<file path="src/rtl/bram_rr_arbiter.sv">
// Round-robin request/grant arbiter sharing one single-port BRAM between two requesters,
// with a bounded burst lock, a base offset for requester 1 and owner-tagged read return.
module bram_rr_arbiter #(
  parameter int WIDTH    = 8,
  parameter int ADDR_W   = 9,
  parameter int BASE1    = 128,
  parameter int LOCK_MAX = 16
) (
  input  logic              clk,
  input  logic              rst,
  input  logic              r0_req,
  input  logic [ADDR_W-1:0] r0_addr,
  input  logic [WIDTH-1:0]  r0_din,
  input  logic              r0_we,
  output logic              r0_gnt,
  output logic              r0_rvalid,
  input  logic              r1_req,
  input  logic [ADDR_W-1:0] r1_addr,
  input  logic [WIDTH-1:0]  r1_din,
  input  logic              r1_we,
  output logic              r1_gnt,
  output logic              r1_rvalid,
  output logic [WIDTH-1:0]  rdata,
  output logic [ADDR_W-1:0] mem_addr,
  output logic [WIDTH-1:0]  mem_din,
  output logic              mem_we,
  input  logic [WIDTH-1:0]  mem_dout
);

  typedef enum logic [1:0] {IDLE, OWN0, OWN1} state_t;

  localparam logic [7:0]        LOCK_MAX_C = 8'(LOCK_MAX);
  localparam logic [ADDR_W-1:0] BASE1_C    = ADDR_W'(BASE1);

  state_t     state_q, state_d;
  logic       last_q, last_d;
  logic [7:0] run_q, run_d;
  logic       rd_pend_q, rd_pend_d;
  logic       rd_owner_q, rd_owner_d;
  logic       gnt0, gnt1;

  // Grant decision and next-state; everything is held off while rst is high.
  always_comb begin
    state_d    = state_q;
    last_d     = last_q;
    run_d      = run_q;
    gnt0       = 1'b0;
    gnt1       = 1'b0;
    rd_pend_d  = 1'b0;
    rd_owner_d = rd_owner_q;
    if (!rst) begin
      case (state_q)
        IDLE: begin
          if (r0_req && (!r1_req || last_q)) gnt0 = 1'b1;
          else if (r1_req)                   gnt1 = 1'b1;
        end
        OWN0: begin
          if (r0_req && (!r1_req || run_q < LOCK_MAX_C)) gnt0 = 1'b1;
          else if (r1_req)                               gnt1 = 1'b1;
        end
        OWN1: begin
          if (r1_req && (!r0_req || run_q < LOCK_MAX_C)) gnt1 = 1'b1;
          else if (r0_req)                               gnt0 = 1'b1;
        end
        default: ;
      endcase

      if (gnt0) begin
        run_d   = (state_q == OWN0) ? ((run_q == LOCK_MAX_C) ? run_q : run_q + 8'd1) : 8'd1;
        state_d = OWN0;
        last_d  = 1'b0;
      end else if (gnt1) begin
        run_d   = (state_q == OWN1) ? ((run_q == LOCK_MAX_C) ? run_q : run_q + 8'd1) : 8'd1;
        state_d = OWN1;
        last_d  = 1'b1;
      end else begin
        state_d = IDLE;
      end

      // Tag the read so its data returns to whoever issued it.
      if (gnt0 && !r0_we) begin
        rd_pend_d  = 1'b1;
        rd_owner_d = 1'b0;
      end else if (gnt1 && !r1_we) begin
        rd_pend_d  = 1'b1;
        rd_owner_d = 1'b1;
      end
    end
  end

  always_comb begin
    mem_addr = '0;
    mem_din  = '0;
    mem_we   = 1'b0;
    if (gnt0) begin
      mem_addr = r0_addr;
      mem_din  = r0_din;
      mem_we   = r0_we;
    end else if (gnt1) begin
      mem_addr = r1_addr + BASE1_C;
      mem_din  = r1_din;
      mem_we   = r1_we;
    end
  end

  always_ff @(posedge clk) begin
    if (rst) begin
      state_q    <= IDLE;
      last_q     <= 1'b1;
      run_q      <= 8'd0;
      rd_pend_q  <= 1'b0;
      rd_owner_q <= 1'b0;
    end else begin
      state_q    <= state_d;
      last_q     <= last_d;
      run_q      <= run_d;
      rd_pend_q  <= rd_pend_d;
      rd_owner_q <= rd_owner_d;
    end
  end

  assign r0_gnt = gnt0;
  assign r1_gnt = gnt1;
  // A read in flight when rst rises is dropped immediately.
  assign r0_rvalid = rd_pend_q && !rd_owner_q && !rst;
  assign r1_rvalid = rd_pend_q &&  rd_owner_q && !rst;
  assign rdata     = mem_dout;

endmodule

</file>
<file path="config.mk">
export PLATFORM = sky130hd
export DESIGN_NAME = bram_rr_arbiter
export DESIGN_NICKNAME = d
export VERILOG_FILES = /design/src/rtl/bram_rr_arbiter.sv
export SDC_FILE = /design/constraint.sdc
export NUM_CORES = 1
export LEC_CHECK = 0
export BUFFER_PORTS_ARGS = -buffer_cell sky130_fd_sc_hd__buf_4
export CAP_MARGIN = 20
export CORE_MARGIN = 1.5
export CORE_UTILIZATION = 38
export DETAILED_ROUTE_END_ITERATION = 12
export HOLD_SLACK_MARGIN = 0.03
export PLACE_DENSITY_LB_ADDON = 0.1
export RECOVER_POWER = 25
export SLEW_MARGIN = 5
export SYNTH_ARGS = -nofsm -noshare
export SYNTH_HDL_FRONTEND = slang
export SYNTH_SLANG_ARGS = --single-unit
</file>
<file path="constraint.sdc">
create_clock -name clk -period 2.7 [get_ports clk]
set_input_delay 0.54 -clock clk [delete_from_list [all_inputs] [get_ports clk]]
set_output_delay 0.54 -clock clk [all_outputs]
set_load 0.02 [all_outputs]
</file>
==> results of run 1 <==
==> per-stage QoR <==
step	setup WS [ps]	util, %
2_1_floorplan	316	-
3_3_place_gp	-61.3	56.7
3_5_place_dp	-110	56.7
4_1_cts	32.7	60.5
5_1_grt	-28.9	61.3
6_report	42.7	61.3
==> what timing repair did <==
action,CTS,global route
setup endpoints to repair,18,18
buffers inserted,3,0
gates resized for setup,10,5
gates cloned,3,0
pin swaps,3,3
==> power breakdown <==
group	switching (mW)	internal, mW	total (mW)
combinational	0.124	0.119	0.243
sequential	0.0111	0.198	0.209
clock	0.0751	0.0576	0.133
==> state kept, by name, summed over array words and instances (netlist names) <==
name and flops:
last_q 1, rd_owner_q 1, rd_pend_q 1, run_q 8, state_q 2
==> layout make-up <==
type                       count  area, µm²
inverter                      13       48.8
timing repair buffer          72        542
fill                         257       1090
clock buffer                   4       26.3
sequential                    13        265
tap                           31       38.8
multi-input combinational    119        815
==> critical path, delay by kind of cell (launching register included) <==
family | cells | cell delay (ps)
simple gates | 2 | 360
mux | 1 | 230
buf+inv | 4 | 650
compound gates | 2 | 250
flops | 1 | 340
==> synthesized netlist by cell type (2+ instances only) <==
library cell,count
nor2_1,20
a22oi_1,18
nand2_1,15
dfxtp_1,13
inv_1,13
a21oi_1,10
buf_4,8
clkbuf_1,6
buf_2,5
nand2b_1,5
o21ai_0,5
mux2i_1,4
nor4_1,4
o22ai_1,4
nand3_1,3
nor2b_1,3
nor3b_1,3
ha_1,2
nand4_1,2
o21a_1,2
==> cells by family (layout without fill, tap and decap cells) <==
logic type | count (synthesis) | in the layout | synth area share (%)
and+or+nand+nor | 63 | 64 | 28.0
muxes | 4 | 4 | 3.43
DFF | 13 | 13 | 22.3
buffers and inverters | 32 | 89 | 13.4
xor gates and xnor gates | 1 | 1 | 0.751
adders and majority gates | 2 | 2 | 2.15
AOI/OAI and AO/OA | 48 | 48 | 29.9
==> per-layer routing <==
metal | up-vias | share of wire (%) | global-route usage [%]
met3 | 11 | 6.3 | 3.74
met1 | 658 | 42 | 25.3
met4 | 0 | 2.3 | 9.30
li1 | 697 | - | -
met2 | 58 | 49 | 35.6
met5 | - | 0 | 0
==> worst paths after layout <==
kind / depth (start not counted) / slack, ps / end
worst min-delay path: 2 / 500 / run_q[3]
worst min register to register: 2 / 500 / run_q[3]
worst max-delay path: 9 / 40 / mem_din[3]
worst max register to register: 7 / 700 / run_q[3]
==> layout by cell type (no fill, tap or decap), types with 2 or more instances in the layout <==
cell | Yosys | routed
a22oi_1 | 18 | 15
nor4_1 | 4 | 3
nor3_4 | 0 | 2
nand3_1 | 3 | 3
a21oi_1 | 10 | 10
o22ai_1 | 4 | 4
a22oi_2 | 0 | 3
dfxtp_1 | 13 | 11
nand2b_1 | 5 | 5
nand2_1 | 15 | 15
nor2b_1 | 3 | 3
o21a_1 | 2 | 2
nand4_1 | 2 | 2
buf_4 | 8 | 70
inv_1 | 13 | 13
nor2_1 | 20 | 20
o21ai_0 | 5 | 5
mux2i_1 | 4 | 2
nor3b_1 | 3 | 3
clkbuf_4 | 0 | 3
ha_1 | 2 | 2
==> results.md, run 1 <==
* Status: completed
* Pins over their slew limit at 0
* CP Data Required Time at 2160 ps
* Rows at 19
* First drt pass iteration count at 4
* Inst Count DP at 242
* Netlist cell types at 38
* Flops & latches, synth at 13
* Leak at 0.751 nW
* CTS root buf: clkbuf_4
* Initial Utilization at 41.2%
* Slowest stage delay, CP at 340 ps
* CP Data Arrival Time at 2120 ps
* WL final at 3500 µm
* First-pass GRT wire length at 5530 µm
* Post-DP Area at 1610 µm²
* Slowest stage cell, crit path: dfxtp_2
* Die area at 3410 µm²
* Total track usage at 20.8%
* CTS buffer count at 3
* Register area share after synthesis at 22.3%
* Synth warnings at 0
* Die W at 58.4 µm
* Worst-Margin Slew at 680 ps
* Final Cell Area at 1740 µm²
* Post-CTS Hold Fix Bufs at 0
* DRT iter0 DRCs at 76
* Drc violations at 0
* Final setup viols at 0
* Share of layout cells above drive strength 1 at 41.6%
* Setup crit start kind: register
* Synthesized Nets at 213
* Layout Cells excl Fill at 252
* R2R Path Start: run_q[4]
* Antenna violations before repair at 0
* Share of the synthesized area in the top cell type at 22.3%
* VDD IR-drop max at 0.000180 V
* Crit path top cell by count: buf_4
* Core area at 2830 µm²
* Area Growth Syn to Fin at 48.8%
* Pwr Total at 585 µW
* Clock Latency Late Sink at 300 ps
* Hold Crit Class: reg2reg
* Critical path class: reg2out
* Num ports at 78
* Largest net degree at the start of global routing at 33
* P per Cell Area at 337 nW/µm²
* Final HPWL from detailed placement at 2450 µm
* DR vias at 1424
* Total gr overflow at 0
* CP startpoint: run_q[4]
* Clock Sinks at 13
* GP Congestion at 0.809
* RSZ-0062 raised after global routing: true
* Clk buf depth at 2
* Synth Flop Type: dfxtp_1
* Period utilisation layout at 98.4%
* Max Clock Freq at 376 MHz
* Layout Skew at 12.6 ps
* Hold_ws at 498 ps
* Endpoints failing hold at 0
* Die height at 58.4 µm
* Cell taking the most area after synthesis: dfxtp_1
* Layout Nets at 272
* Critical Path Fanout Max at 11
* # diodes at 0
* Max-slew headroom at 54.3%
* Final antenna-violating net count at 0
* Number of synthesized flops with an enable pin at 0
* Vias in the first global route at 1282
* Vias per cell at 5.65
* Min cycle time layout at 2660 ps
* CTS tree: yes
* Register clock-pin slew on the reported worst setup and hold paths at 90 ps
* Synth Cell Area at 1170 µm²
* Synth area leaders: dfxtp_1, a22oi_1, nor2_1
* Hold Startpoint: run_q[3]
* Async set-reset flop share out of synthesis at 0%
* CP Capture Type: output pin
* Avg Cell Area, Syn at 7.15 µm²
* Syn Inst Count at 163
* Setup TNS at 0 ps
* Routed WL per cell at 13.9 µm
* H-tree depth at 1
* Critical Path, Cell by Cell: nor4_4 > buf_4 > mux2i_2 > a311oi_2 > buf_4 > buf_6 > a22oi_1 > nor2_1 > buf_4
* Max-Cap Viols at 0
* I/O Buffers at 61
(Power assumes the default switching activity.)
==> run 2, diff against run 1 <==
- ABC_AREA: not set -> 1
==> run 2 against run 1 <==
Net effect: global-route usage shrank 3.9 points; final area is the same; wire length shrank 8.3%; die area grew 11%; first-iteration DRC count shrank 29%; fmax grew 8.0%; power grew 19%; register-to-register slack gained 440 ps; count of clock-buffer cells in the layout shrank 1; non-clock buffer count shrank 11; via count grew 4.0%; clock skew shrank 7.3 ps; critical path type unchanged.
==> results.md, run 2 <==
* Num ports at 78 (unchanged)
* Setup TNS at 0 ps (unchanged)
* Endpoints failing hold at 0 (unchanged)
* Slowest stage delay, CP at 370 ps (was 340 ps)
* Crit path buf inv count at 2 (was 4)
* Layout Skew at 5.29 ps (was 12.6 ps)
* Antenna violations before repair at 0 (unchanged)
* I/O Buffers at 61 (unchanged)
* Hold Crit Class: reg2reg (unchanged)
* Synth warnings at 0 (unchanged)
* Post-Place Setup Slack at 345 ps (was -110 ps)
* Top-count cell post-synth: nand2_1 (was nor2_1)
* WL final at 3210 µm (was 3500 µm)
* Max FFs per register at 8 (unchanged)
* Netlist cell types at 27 (was 38)
* Hold_ws at 487 ps (was 498 ps)
* Avg Cell Area, Syn at 5.72 µm² (was 7.15 µm²)
* Max-slew headroom at 78.3% (was 54.3%)
* R2R Path Start: run_q[0] (was run_q[4])
* Vias per cell at 4.56 (was 5.65)
* Rows at 21 (was 19)
* Period utilisation layout at 91.2% (was 98.4%)
* Vias in the first global route at 1225 (was 1282)
* Total gr overflow at 0 (unchanged)
* R2R depth at 10 (was 7)
* Critical path class: reg2out (unchanged)
* GP Congestion at 0.828 (was 0.809)
* Pins over their slew limit at 0 (unchanged)
* Final setup viols at 0 (unchanged)
* First drt pass iteration count at 4 (unchanged)
* CP Data Arrival Time at 1920 ps (was 2120 ps)
* Synthesized Nets at 277 (was 213)
* Async set-reset flop share out of synthesis at 0% (unchanged)
* Synth Cell Area at 1300 µm² (was 1170 µm²)
* Worst R2R End: run_q[2] (was run_q[3])
* Post_cts resized at 0 (was 10)
* Final antenna-violating net count at 0 (unchanged)
* Clock Sinks at 13 (unchanged)
* CTS buffer count at 3 (unchanged)
* Initial Utilization at 39.2% (was 41.2%)
* Largest net degree at the start of global routing at 19 (was 33)
* Status: completed (unchanged)
* Post-CTS Setup Inserts at 0 (was 3)
* Layout Nets at 330 (was 272)
* DR vias at 1481 (was 1424)
* Core area at 3310 µm² (was 2830 µm²)
* Most common cell after layout, fill and taps aside: nand2_1 (was buf_4)
* Die area at 3770 µm² (was 3410 µm²)
* Synth area leaders: nand2_1, dfxtp_1, inv_1 (was dfxtp_1, a22oi_1, nor2_1)
* Setup slack, reg-to-reg at 1140 ps (was 700 ps)
* CP Data Required Time at 2160 ps (about the same)
* CP Depth at 10 (was 9)
* Cell taking the most area after synthesis: nand2_1 (was dfxtp_1)
* Die W at 61.4 µm (was 58.4 µm)
* Flops & latches, synth at 13 (unchanged)
* Clock Latency Late Sink at 270 ps (was 300 ps)
* Syn Inst Count at 227 (was 163)
* Die height at 61.4 µm (was 58.4 µm)
* Setup crit start kind: register (unchanged)
* Slowest stage cell, crit path: dfxtp_2 (unchanged)
* RSZ-0062 raised after global routing: false (was true)
* Max Clock Freq at 406 MHz (was 376 MHz)
* Drc violations at 0 (unchanged)
* DRT iter0 DRCs at 54 (was 76)
* Register area share after synthesis at 20.1% (was 22.3%)
* Worst Setup EP: mem_addr[7] (was mem_din[3])
* Post-CTS Hold Fix Bufs at 0 (unchanged)
* Biggest register: run_q (unchanged)
* Share of the synthesized area in the top cell type at 28.4% (was 22.3%)
* Number of synthesized flops with an enable pin at 0 (unchanged)
* VDD IR-drop max at 0.000384 V (was 0.000180 V)
* Final WS setup at 239 ps (was 42.7 ps)
* CP delay by family, top: simple AND/OR/NAND/NOR gates (was buffers and inverters)
* Total track usage at 16.9% (was 20.8%)
* Top cells by count, synth: nand2_1, inv_1, nand3_1 (was nor2_1, a22oi_1, nand2_1)
* Min cycle time layout at 2460 ps (was 2660 ps)
* # diodes at 0 (unchanged)
* Final HPWL from detailed placement at 2610 µm (was 2450 µm)
* CTS tree: yes (unchanged)
* Area Growth Syn to Fin at 33.8% (was 48.8%)
* Routed WL per cell at 9.89 µm (was 13.9 µm)
* Clk buf depth at 2 (unchanged)
* Critical Path, Cell by Cell: nor2_2 > nand2_2 > nand2_2 > nand3_2 > nand3_2 > nand2_4 > inv_2 > nand2_1 > o21ai_0 > buf_4 (was nor4_4 > buf_4 > mux2i_2 > a311oi_2 > buf_4 > buf_6 > a22oi_1 > nor2_1 > buf_4)
* CP startpoint: run_q[4] (unchanged)
* Leak at 1.00 nW (was 0.751 nW)
* Register clock-pin slew on the reported worst setup and hold paths at 80 ps (was 90 ps)
* P per Cell Area at 402 nW/µm² (was 337 nW/µm²)
* First-pass GRT wire length at 4920 µm (was 5530 µm)
* Worst-Margin Slew at 325 ps (was 680 ps)
* Share of layout cells above drive strength 1 at 30.5% (was 41.6%)
* Synth Flop Type: dfxtp_1 (unchanged)
* Max-Cap Viols at 0 (unchanged)
* H-tree depth at 1 (unchanged)
* Critical Path Fanout Max at 18 (was 11)
* Commonest cells after routing, fill and taps aside: nand2_1, buf_4, inv_1 (was buf_4, nor2_1, nand2_1, a22oi_1, inv_1)
* Biggest registers after layout: run_q: 8 flops, state_q: 2 flops (unchanged)
* CTS root buf: clkbuf_4 (unchanged)
* CP Capture Type: output pin (unchanged)
run 2: cell types whose count changed after synthesis, moves of 5 or more:
cell      change
inv_1        +15
a22oi_1      -18
buf_2         -5
nor2_1        -8
nand3_1      +16
nand2b_1      -5
clkbuf_1      -5
nand2_1      +83
run 2: where the power goes:
part / internal [mW] / total [mW] / switching, mW
combinational: 0.143 / 0.351 / 0.208
sequential: 0.212 / 0.233 / 0.0214
clock: 0.0548 / 0.114 / 0.0591
total: 0.410 / 0.698 / 0.288
run 2: per-layer routing:
metal | track usage (%) | share of wire (%) | vias to the layer above
met5 | 0 | 0 | -
met4 | 4.86 | 0.62 | 0
met3 | 1.26 | 3.0 | 2
met2 | 28.9 | 50 | 28
met1 | 22.9 | 47 | 657
li1 | - | - | 794
run 2: layout make-up:
class	count	area [µm²]
clock buffer	3	22.5
clock inverter	1	5.00
sequential	13	262
tap	46	57.6
fill	361	1580
timing repair buffer	61	458
multi-input combinational	170	812
inverter	31	119
run 2: worst min path at each step:
stage,from,to,slack (ps),cells past startpoint
after floorplan,rd_owner_q,rd_owner_q,450,2
after global placement,rd_owner_q,rd_owner_q,470,2
after CTS,rd_owner_q,rd_owner_q,490,2
final,rd_owner_q,rd_owner_q,490,2
after global routing,rst,run_q[5],510,2
after detailed placement,rd_owner_q,rd_owner_q,470,2
run 2: cells by family after synthesis:
| logic type | share of synthesized area [%] |
|---|---|
| AO/OA/AOI/OAI | 6.46 |
| XOR/XNOR | 2.03 |
| adder cells (fa/ha/maj) | 1.93 |
| buffers and inverters | 17.6 |
| flip-flops | 20.1 |
| AND/OR/NAND/NOR | 52.0 |
run 2: worst register-to-register path, cell delays in order (launching register included):
cell     delay (ps)
dfxtp_1         450
inv_1           130
ha_1            200
nor3b_1         140
nand2_1         110
nand2_1          60
nor2_1           90
nand2_1          50
o21ai_0          90
nand2_1          70
a21oi_1         110
run 2: stage by stage:
step	total power, mW	cells	utilization (%)	area [µm²]
after floorplan	0.487	227	-	1300
after global placement	0.587	321	51.5	1700
after detailed placement	0.587	321	51.5	1700
after CTS	0.704	325	52.3	1730
after global routing	0.765	325	52.4	1740
final	0.698	325	52.4	1740
